File: config.mk
export PLATFORM = sky130hd
export DESIGN_NAME = rsa_decrypt
export DESIGN_NICKNAME = d
export VERILOG_FILES = /design/src/rtl/rsa_decrypt.sv
export SDC_FILE = /design/constraint.sdc
export NUM_CORES = 1
export LEC_CHECK = 0
export CORE_MARGIN = 2
export CORE_UTILIZATION = 50
export CTS_BUF_LIST = sky130_fd_sc_hd__clkbuf_2 sky130_fd_sc_hd__clkbuf_4 sky130_fd_sc_hd__clkbuf_8
export DETAILED_ROUTE_END_ITERATION = 10
export HOLD_SLACK_MARGIN = 0.1
export PLACE_DENSITY = 0.8
export RECOVER_POWER = 100
export SYNTH_ARGS = -nofsm -noshare
export SYNTH_HDL_FRONTEND = slang
export SYNTH_SLANG_ARGS = --single-unit
File: constraint.sdc
create_clock -name Clk -period 16.4 [get_ports Clk]
set_clock_uncertainty 0.05 [all_clocks]
set_input_delay 3.28 -clock Clk [delete_from_list [all_inputs] [get_ports Clk]]
set_output_delay 3.28 -clock Clk [all_outputs]
set_load 0.02 [all_outputs]
File: src/rtl/rsa_decrypt.sv
`default_nettype none
// ============================================================================
// Module   : rsa_decrypt
// Purpose  : Multi-cycle modular exponentiation Plain = C^d mod n.
//            C is first reduced mod n with a restoring shift-subtract divider.
//            The exponent is then scanned MSB first with square-and-multiply.
//            Each modular multiply is a 16-step interleaved shift-add-reduce.
// Ports    : Clk, Reset (sync, active-high)
//            Start                   - request, sampled only in IDLE
//            Cipher_val/Exp_key/
//            Mod_key [WIDTH-1:0]     - C, d, n (captured on Start)
//            Plain_val [WIDTH-1:0]   - result, held until next completion
//            Plain_done              - one-cycle completion pulse
//            Busy                    - high while an operation is in flight
//            Err                     - one-cycle error pulse
// Config   : RSA_DEC_MODCHECK_EN - when defined, Start with Mod_key == 0
//            goes to ERR and pulses Err together with Plain_done.
//            When undefined, Err is tied low.
// Revision : 1.0 - initial release
// ============================================================================
module rsa_decrypt #(
  parameter int WIDTH = 16
) (
  input  logic             Clk,
  input  logic             Reset,
  input  logic             Start,
  input  logic [WIDTH-1:0] Cipher_val,
  input  logic [WIDTH-1:0] Exp_key,
  input  logic [WIDTH-1:0] Mod_key,
  output logic [WIDTH-1:0] Plain_val,
  output logic             Plain_done,
  output logic             Busy,
  output logic             Err
);

  localparam int            CW   = $clog2(WIDTH);
  localparam logic [CW-1:0] LAST = CW'(WIDTH - 1);

`ifdef RSA_DEC_MODCHECK_EN
  typedef enum logic [2:0] {
    IDLE = 3'd0, REDUCE = 3'd1, SQR = 3'd2, MUL = 3'd3, FINISH = 3'd4, ERR = 3'd5
  } state_t;
`else
  typedef enum logic [2:0] {
    IDLE = 3'd0, REDUCE = 3'd1, SQR = 3'd2, MUL = 3'd3, FINISH = 3'd4
  } state_t;
`endif

  state_t           state, state_nxt;
  logic [WIDTH-1:0] cipher, exponent, modulus;
  logic [WIDTH-1:0] base;   // running remainder during REDUCE, then C mod n
  logic [WIDTH-1:0] r;      // exponentiation accumulator R
  logic [WIDTH-1:0] acc;    // partial product of the current modular multiply
  logic [CW-1:0]    cnt;    // bit index within the current 16-step pass
  logic [CW-1:0]    ebit;   // exponent bit currently being processed

  // One extra bit of headroom: 2*acc and acc + x are both below 2n <= 2^17.
  logic [WIDTH:0]   mod_ext, red_try, mm_dbl, mm_add;
  logic [WIDTH-1:0] red_val, mm_val, mm_y;

  assign mod_ext = {1'b0, modulus};

  // Datapath step shared by all states; only the active state consumes it.
  always_comb begin
    red_try = {base, cipher[cnt]};
    red_val = (red_try >= mod_ext) ? WIDTH'(red_try - mod_ext) : WIDTH'(red_try);

    // SQR computes R*R, MUL computes R*base; x is always R.
    mm_y   = (state == MUL) ? base : r;
    mm_dbl = {acc, 1'b0};
    if (mm_dbl >= mod_ext) mm_dbl = mm_dbl - mod_ext;
    mm_add = mm_dbl + (mm_y[cnt] ? {1'b0, r} : {(WIDTH+1){1'b0}});
    mm_val = (mm_add >= mod_ext) ? WIDTH'(mm_add - mod_ext) : WIDTH'(mm_add);
  end

  always_ff @(posedge Clk) begin
    if (Reset) state <= IDLE;
    else       state <= state_nxt;
  end

  always_comb begin
    state_nxt = state;
    case (state)
      IDLE: begin
        if (Start) begin
`ifdef RSA_DEC_MODCHECK_EN
          state_nxt = (Mod_key == '0) ? ERR : REDUCE;
`else
          state_nxt = REDUCE;
`endif
        end
      end
      REDUCE: if (cnt == '0) state_nxt = SQR;
      SQR: begin
        if (cnt == '0) begin
          if (exponent[ebit])    state_nxt = MUL;
          else if (ebit == '0)   state_nxt = FINISH;
          else                   state_nxt = SQR;
        end
      end
      MUL:    if (cnt == '0) state_nxt = (ebit == '0) ? FINISH : SQR;
      FINISH: state_nxt = IDLE;
`ifdef RSA_DEC_MODCHECK_EN
      ERR:    state_nxt = IDLE;
`endif
      default: state_nxt = IDLE;
    endcase
  end

`ifdef RSA_DEC_MODCHECK_EN
  logic err_q;
  assign Err = err_q;
`else
  assign Err = 1'b0;
`endif

  always_ff @(posedge Clk) begin
    if (Reset) begin
      cipher     <= '0;
      exponent   <= '0;
      modulus    <= '0;
      base       <= '0;
      r          <= '0;
      acc        <= '0;
      cnt        <= '0;
      ebit       <= '0;
      Plain_val  <= '0;
      Plain_done <= 1'b0;
      Busy       <= 1'b0;
`ifdef RSA_DEC_MODCHECK_EN
      err_q      <= 1'b0;
`endif
    end else begin
      Plain_done <= 1'b0;
`ifdef RSA_DEC_MODCHECK_EN
      err_q      <= 1'b0;
`endif
      case (state)
        IDLE: begin
          if (Start) begin
            cipher   <= Cipher_val;
            exponent <= Exp_key;
            modulus  <= Mod_key;
            base     <= '0;
            acc      <= '0;
            cnt      <= LAST;
            ebit     <= LAST;
            Busy     <= 1'b1;
          end
        end
        REDUCE: begin
          base <= red_val;
          cnt  <= (cnt == '0) ? LAST : cnt - 1'b1;
          // R starts at 1, except n = 1 where every residue is 0.
          if (cnt == '0) r <= (modulus == WIDTH'(1)) ? '0 : WIDTH'(1);
        end
        SQR, MUL: begin
          acc <= mm_val;
          cnt <= (cnt == '0) ? LAST : cnt - 1'b1;
          if (cnt == '0) begin
            r   <= mm_val;
            acc <= '0;
            // A set bit still owes its MUL pass before moving to the next bit.
            if (state == MUL || !exponent[ebit]) ebit <= ebit - 1'b1;
          end
        end
        FINISH: begin
          Plain_val  <= r;
          Plain_done <= 1'b1;
          Busy       <= 1'b0;
        end
`ifdef RSA_DEC_MODCHECK_EN
        ERR: begin
          Plain_val  <= '0;
          Plain_done <= 1'b1;
          err_q      <= 1'b1;
          Busy       <= 1'b0;
        end
`endif
        default: ;
      endcase
    end
  end

endmodule
`default_nettype wire

Word-level counts from Yosys, hierarchy flattened
Index checks and enable logic that the tools add are counted.
{ "word_totals": {"ff_bits": 125, "input_bits": 51, "word_cells": 89} }
{ "classes": {"n_addsub": 6, "magnitude_cmp": 5, "n_eq_ne": 11, "muxes": 35, "n_reduce_logical": 20} }
{ "ops": {"columns": ["operator", "count"], "rows": [
  ["2-to-1 mux 16 bit", 8],
  ["one-hot mux 16 bit (2 select lines)", 3],
  [">= comparator 17 x 16 -> 1 bit", 3],
  ["subtractor 16 bit", 2],
  ["2-to-1 mux 3 bit", 6],
  ["adder 17 x 16 -> 17 bit", 1],
  ["2-to-1 mux 17 bit", 1],
  ["subtractor 17 x 16 -> 17 bit", 1],
  ["== test 16 x 1 -> 1 bit, second input constant", 1],
  ["2-to-1 mux 4 bit", 4],
  ["one-hot mux 4 bit (2 select lines)", 2],
  ["binary-select mux 1 bit (select 4 bit)", 3],
  ["inequality test 2 bit, second input constant", 6],
  ["one-hot mux 3 bit (4 select lines)", 1],
  ["< comparator 4 x 5 -> 1 bit, second input constant", 2],
  ["AND reduction 2 bit", 5],
  ["nonzero test 2 bit", 5],
  ["zero test 4 bit", 2],
  ["AND reduction 4 bit", 2],
  ["subtractor 4 x 1 -> 4 bit, second input constant", 2],
  ["== test 3 x 2 -> 1 bit, second input constant", 2],
  ["2-to-1 mux 1 bit", 6],
  ["== test 3 x 1 -> 1 bit, second input constant", 1],
  ["== test 3 bit, second input constant", 1],
  ["other kinds (7)", 7]
]} }

Longest topological paths before layout
Gate-level depths: netlist of the first run.
{ "logic_depth": {"ltp_word": 10, "ltp_mapped": 28} }

Worst setup path after synthesis of the first run
Ideal clock, no wire load.
{ "synth_path": {"path_type": "flip-flop to flip-flop", "startpoint": "register cnt[0]", "endpoint": "register r[13]", "arrival_ps": 5838, "slack_ps": 10390, "path_stages_with_launch": 25, "path_buffers": 2, "cell_sequence": "dfxtp_1 > buf_4 > inv_2 > mux4_2 > mux4_2 > mux2i_1 > nor2b_1 > ha_1 > fa_1 > a21oi_1 > o211ai_1 > a31o_2 > a21oi_1 > xnor2_1 > ha_1 > a21o_1 > a21o_1 > a2111oi_4 > a21oi_2 > a21oi_2 > nand3_1 > mux2i_2 > buf_6 > nor2_2 > a221o_1"} }
{ "synth_between": {"elab_chain_cells": 8, "elab_cells_between_ends": 13} }
{ "synth_lines": {"columns": ["element", "line", "source"], "rows": [
  ["start, declared", "54", "logic [CW-1:0] cnt;"],
  ["start signal, assigned", "153", "cnt <= (cnt == '0) ? LAST : cnt - 1'b1;"],
  ["start signal, assigned", "159", "cnt <= (cnt == '0) ? LAST : cnt - 1'b1;"],
  ["binary-select mux 1 bit (select 4 bit)", "72", "mm_add = mm_dbl + (mm_y[cnt] ? {1'b0, r} : {(WIDTH+1){1'b0}});"],
  ["2-to-1 mux 1 bit (not written as such)", "72", null],
  ["2-to-1 mux 16 bit", "72", null],
  ["adder 17 x 16 -> 17 bit", "72", null],
  ["subtractor 16 bit or >= comparator 17 x 16 -> 1 bit (tied branches)", "73", "mm_val = (mm_add >= mod_ext) ? WIDTH'(mm_add - mod_ext) : WIDTH'(mm_add);"],
  ["2-to-1 mux 16 bit", "73", null],
  ["2-to-1 mux 16 bit", "160", "if (cnt == '0) begin"],
  ["one-hot mux 16 bit (2 select lines)", "138", "case (state)"],
  ["end signal, assigned", "155", "if (cnt == '0) r <= (modulus == WIDTH'(1)) ? '0 : WIDTH'(1);"],
  ["end signal, assigned", "161", "r <= mm_val;"],
  ["end, declared", "52", "logic [WIDTH-1:0] r;"]
]} }
Several ways; a longest one is shown, not always the timed one. The select of a mux whose other input is x is not followed.
A chain may end at the register's enable or synchronous reset.

Final worst setup path of the first run
{ "layout_path": {"startpoint": "register modulus[1]", "endpoint": "register r[1]"} }
{ "layout_between": {"elab_chain_cells": 7, "elab_cells_between_ends": 9} }
{ "layout_lines": {"columns": ["element", "line", "source"], "rows": [
  ["start, declared", "50", "logic [WIDTH-1:0] cipher, exponent, modulus;"],
  ["start signal, assigned", "143", "modulus <= Mod_key;"],
  ["subtractor 17 x 16 -> 17 bit or >= comparator 17 x 16 -> 1 bit (tied branches)", "71", "if (mm_dbl >= mod_ext) mm_dbl = mm_dbl - mod_ext;"],
  ["2-to-1 mux 17 bit", "71", null],
  ["adder 17 x 16 -> 17 bit", "72", null],
  ["subtractor 16 bit or >= comparator 17 x 16 -> 1 bit (tied branches)", "73", null],
  ["2-to-1 mux 16 bit *", "73", null],
  ["2-to-1 mux 16 bit *", "160", null],
  ["one-hot mux 16 bit (2 select lines) *", "138", null]
]} }
Every way passes the cells marked *; elsewhere a longest branch is shown, timed or not. The select of a mux whose other input is x is not followed.

==> flow_summary.ini, run 1 <==
[outcome]
status = finished with violations
violations = capacitance limit, slew limit

[global_route]
grt_pass1_wl_um = 37100
grt_use_total = 0.263
use_met1 = 0.356
antenna_found_initial = 1
overflow = 0
globalRouteMet3Util = 0.0647
first_global_vias = 7241
grt-busiest-layer = met2
grt_max_degree = 86
use_met2 = 0.394

[drt]
wl_per_cell_um = 17.4
drt_iter0_markers = 694
routed_wl_um = 23000
routed-via-count = 7793
detail-route-antenna-nets = 0
drcViolationCount = 0
vias_per_cell = 5.89
drt_pass1_iterations = 8

[critical_path]
crit_path_start_kind = flip-flop
r2r-start = modulus[1]
critPathRequiredTime_ns = 16.73
worst-r2r-setup-slack_ns = 7.88
worstPathMaxFanout = 22
crit_arrival_ns = 8.84
reg2regPathDepth = 26
critPathKind = flip-flop to flip-flop
crit_path_end_kind = flip-flop
reg2reg_to = r[1]

[worst_hold_path]
min_to = exponent[6]
min_from = exponent[6]
min_delay_path_depth = 2
min_path_type = flip-flop to flip-flop

[sta]
slew_violations = 86
grt_setup_unrepaired = false
min_period_ns = 8.52
hold_viol_final = 0
max_freq_mhz = 117
worst_pin_slew_ns = 3.56
period_share = 0.519
setup_viol = 0
slew-limit-headroom = -1.37
setup_tns_ns = 0

[logic_synthesis]
synth_edf_count = 0
ys_warn_count = 0
synth-main-ff-cell = dfxtp_1
synth_area_um2 = 8400
synth_cell_types = 71
ys_seq_area_frac = 0.298
async_reset_ff_frac = 0
syn_inst = 1043
synth_fp_nets = 1164
syn-mean-instance-area_um2 = 8.06
synth-seq-cells = 125

[clock_network]
clk_latency_ns = 0.46
clockBufferDepth = 2
clockRootBuffer = clkbuf_8
htree_levels = 4
cts_tree = done
post_cts_resized = 0
clkSlewWorstSetupHoldPaths_ns = 0.09
cts_hold_buf = 0
cts_buffers = 17
post_cts_buffers = 0
cts_sinks = 125

[die]
die_y_um = 134
die_w_um = 134
start_util = 0.509
io-pin-count = 70
core_um2 = 16500
rows = 47
die-area_um2 = 17900

[cells_and_area]
layout_common_cells = nand2_1, dfxtp_1, a21oi_1
drive_gt1_frac = 0.0744
fill_cells = 1407
final_common_cell = nand2_1
nets = 1210
fin_cells = 1323
syn2layout_area_growth_pct = 14.4

[job]
cap_violations = 1

[placed_design]
dp.cells = 1290
gp_congestion = 0.983
post-dp-hpwl_um = 17200
place.port_buffers = 68
==> metrics by stage <==
stage | hold slack (ns) | utilization | worst slack [ns] | cell area, um2
after floorplan | 0.383 | - | 10.39 | 8400
final | 0.408 | 0.582 | 7.88 | 9610
after global routing | 0.423 | 0.581 | 7.09 | 9610
after CTS | 0.410 | 0.583 | 8.84 | 9640
after detailed placement | 0.397 | 0.557 | 8.88 | 9200
after global placement | 0.391 | 0.557 | 8.97 | 9200
==> layer usage <==
metal,up-vias,part of all wire
met4,0,0.047
met5,-,0
met1,3602,0.43
li1,3777,-
met3,72,0.094
met2,342,0.43
==> how the worst max path moves through the flow <==
stage,from,end,slack (ns),cells past startpoint
3_3_place_gp,state[1],acc[1],8.97,25
2_1_floorplan,cnt[0],r[13],10.39,24
5_1_grt,modulus[1],r[1],7.09,26
6_report,modulus[1],r[1],7.88,26
4_1_cts,state[1],r[1],8.84,25
3_5_place_dp,state[1],r[1],8.88,25
==> synthesized netlist by cell type, types with 8 or more instances <==
cell type  count  area [um2]
nand2b_1      10        62.6
a21o_1        21         158
mux2i_1       30         300
o21ai_1       19        95.1
o21ai_0       52         260
xnor2_1       37         324
inv_1         35         131
nor2b_1       28         175
clkbuf_1      35         131
a21oi_1      116         581
xor2_1        12         105
mux2_2         9         101
nor2_1        64         240
ha_1          66         826
a211oi_1       8        60.1
nor3_1        15        75.1
nand3_1       11        55.1
nand2_1      213         800
dfxtp_1      125        2500
mux4_2        20         450
==> cells by family (layout without fill, tap and decap cells) <==
logic type | Yosys count | in the layout | share of synthesized area
DFF | 125 | 125 | 0.298
xor gates and xnor gates | 49 | 49 | 0.0511
other | 1 | 2 | 0.000446
and+or+nand+nor | 376 | 376 | 0.197
adders and majority gates | 70 | 70 | 0.108
AOI/OAI and AO/OA | 278 | 278 | 0.202
muxes | 60 | 60 | 0.103
buffers and inverters | 84 | 143 | 0.0412
==> critical path, stage by stage, from the launching register on <==
cell and delay (ns):
dfxtp_1 0.41, inv_1 0.17, ha_1 0.35, nor2b_1 0.15, o21ai_0 0.21, a21boi_0 0.18, o21ai_0 0.31, nand2_1 0.53
mux2_1 0.55, ha_1 0.29, a21oi_1 0.18, o21ai_0 0.13, or3_1 0.32, a31oi_1 0.34, o21a_1 0.21, o21ai_0 0.10
xor2_1 0.24, ha_1 0.33, a21o_1 0.22, a2111oi_0 0.51, a21oi_2 0.07, a21oi_1 0.22, nand3_1 0.10, mux2i_1 1.00
clkbuf_1 0.69, mux2_1 0.40, o21ai_0 0.15
==> sequential cells by signal, indices dropped and copies added, names as in the netlist <==
signal,cells
Plain_val,16
acc,16
base,16
cipher,16
exponent,16
modulus,16
r,16
cnt,4
ebit,4
state,3
Busy,1
Plain_done,1
==> cell type report <==
| class | instances | area [um2] | share of cell area |
|---|---|---|---|
| Sequential cell | 125 | 2500 | 0.260 |
| Tap cell | 220 | 275 | 0.0286 |
| Inverter | 36 | 135 | 0.0141 |
| Clock inverter | 14 | 193 | 0.0200 |
| Clock buffer | 18 | 248 | 0.0258 |
| Timing Repair Buffer | 75 | 721 | 0.0750 |
| Multi-Input combinational cell | 834 | 5530 | 0.576 |
| Antenna cell | 1 | 2.50 | 0.000260 |
Power of run 1 is not shown: default switching activity piles up to over one toggle a cycle in this logic, so the estimate is an artifact.
==> inputs of run 2 (changes only) <==
Settings changed: PLACE_DENSITY 0.8 to 0.83.
Clock period 16.4 ns to 7.04 ns, I/O delays scaled along.
==> run 2 against run 1 <==
  * The flow still finishes with violations (capacitance limit, slew limit)
  * Critical path depth shrank 2
  * Die area unchanged
  * Design area is 0.43% higher
  * Flip-flop and latch count did not move
  * Non-clock buffer count up 5
  * Critical endpoint is now acc[1]
  * Highest routed layer unchanged
  * Utilization grew 0.25 points
  * First-iteration DRC count up 11%
  * Register-to-register slack got worse by 7.4 ns
  * Global-route usage increased by 0.12 points
  * Largest cell class unchanged
  * Maximum frequency rose by 29%
  * Setup slack lost 7.4 ns
  * Sequential share of layout area fell by 0.098 points
==> flow_summary.ini, run 2 (synthesis gave the netlist of run 1 again) <==
[clock_network]
clk_latency_ns = 0.47
cts_sinks = 125
htree_levels = 4
cts_tree = done
clockRootBuffer = clkbuf_8
cts_hold_buf = 0
clkSlewWorstSetupHoldPaths_ns = 0.08
clockBufferDepth = 2
cts_buffers = 17

[die]
die_y_um = 134
io-pin-count = 70
die-area_um2 = 17900
die_w_um = 134
rows = 47
start_util = 0.509
core_um2 = 16500

[sta]
period_share = 0.938
slew-limit-headroom = -0.689
slew_violations = 111
hold_viol_final = 0
worst_pin_slew_ns = 2.53
max_freq_mhz = 151
setup_viol = 0
setup_tns_ns = 0
min_period_ns = 6.60
holdWs_ns = 0.406

[placed_design]
place.port_buffers = 68
gp_congestion = 0.980
post-dp-hpwl_um = 17400

[cells_and_area]
register_area_um2 = 2500
final_common_cell = nand2_1
drive_gt1_frac = 0.0840
multi_input_area_um2 = 5570
fill_cells = 1418
layout_common_cells = nand2_1, dfxtp_1, a21oi_1
diodes = 0
nets = 1215
syn2layout_area_growth_pct = 14.9

[global_route]
grt_use_total = 0.264
antenna_found_initial = 0
grt_max_degree = 61
grt_pass1_wl_um = 37400
overflow = 0
first_global_vias = 7430

[drt]
wl_per_cell_um = 17.4
routed-via-count = 7853
routed_wl_um = 23100
drt_iter0_markers = 773
drt_pass1_iterations = 5
detail-route-antenna-nets = 0
drcViolationCount = 0
vias_per_cell = 5.92

[critical_path]
crit_arrival_ns = 6.93
worst-r2r-setup-slack_ns = 0.44
crit_path_end_kind = flip-flop
crit_path_start_kind = flip-flop
worstPathMaxFanout = 20
critPathKind = flip-flop to flip-flop
critPathRequiredTime_ns = 7.36

[outcome]
status = finished with violations
violations = capacitance limit, slew limit

[job]
cap_violations = 2

[worst_hold_path]
min_path_type = flip-flop to flip-flop
run 2: final cells by class:
cell class,instances,share of cell area
Clock buffer,18,0.0257
Clock inverter,14,0.0153
Inverter,36,0.0140
Multi-Input combinational cell,834,0.577
Sequential cell,125,0.259
Tap cell,220,0.0285
Timing Repair Buffer,80,0.0797
run 2: through the flow:
| stage | utilization | instance area [um2] | worst slack [ns] | std cells |
|---|---|---|---|---|
| 2_1_floorplan | - | 8400 | 1.03 | 1043 |
| 3_3_place_gp | 0.559 | 9240 | 0.549 | 1293 |
| 3_5_place_dp | 0.559 | 9240 | 0.344 | 1293 |
| 4_1_cts | 0.583 | 9630 | 0.315 | 1325 |
| 5_1_grt | 0.584 | 9650 | -0.0147 | 1327 |
| 6_report | 0.584 | 9650 | 0.437 | 1327 |
run 2: path summary, 6_finish.rpt:
path                      from            to  cells after the start
setup reg to reg      state[1]        acc[1]                     24
hold reg to reg   exponent[12]  exponent[12]                      2
hold / removal    exponent[12]  exponent[12]                      2
setup / recovery      state[1]        acc[1]                     24
run 2: critical path: stages (launching register included):
cell and delay [ns]:
dfxtp_2 0.43, nor2b_1 0.21, nand2_1 0.25, mux4_2 0.37, mux4_2 0.48, mux2i_1 0.19, buf_4 0.25, nor2b_1 0.10
fa_1 0.47, a21oi_1 0.23, o211ai_1 0.19, a31o_2 0.28, a21oi_1 0.17, xnor2_1 0.21, ha_1 0.36, a21o_1 0.21
a21o_1 0.25, a2111oi_4 0.38, a21oi_2 0.07, a21oi_2 0.17, nand3_1 0.14, mux2i_4 0.29, buf_12 0.22, mux2_2 0.36
o21ai_0 0.18
run 2: layer usage:
| metal | global-route usage | up-vias | share of wire |
|---|---|---|---|
| met5 | 0 | - | 0 |
| met4 | 0.158 | 0 | 0.060 |
| met3 | 0.0635 | 83 | 0.092 |
| met2 | 0.401 | 366 | 0.43 |
| met1 | 0.342 | 3607 | 0.42 |
| li1 | - | 3797 | - |
run 2: timing repair:
item	in CTS	in global routing
buffers inserted	0	2
hold endpoints to repair	0	0
endpoints found under the setup margin	0	31
resized for setup	0	5
Power of run 2 is left out for the same reason.
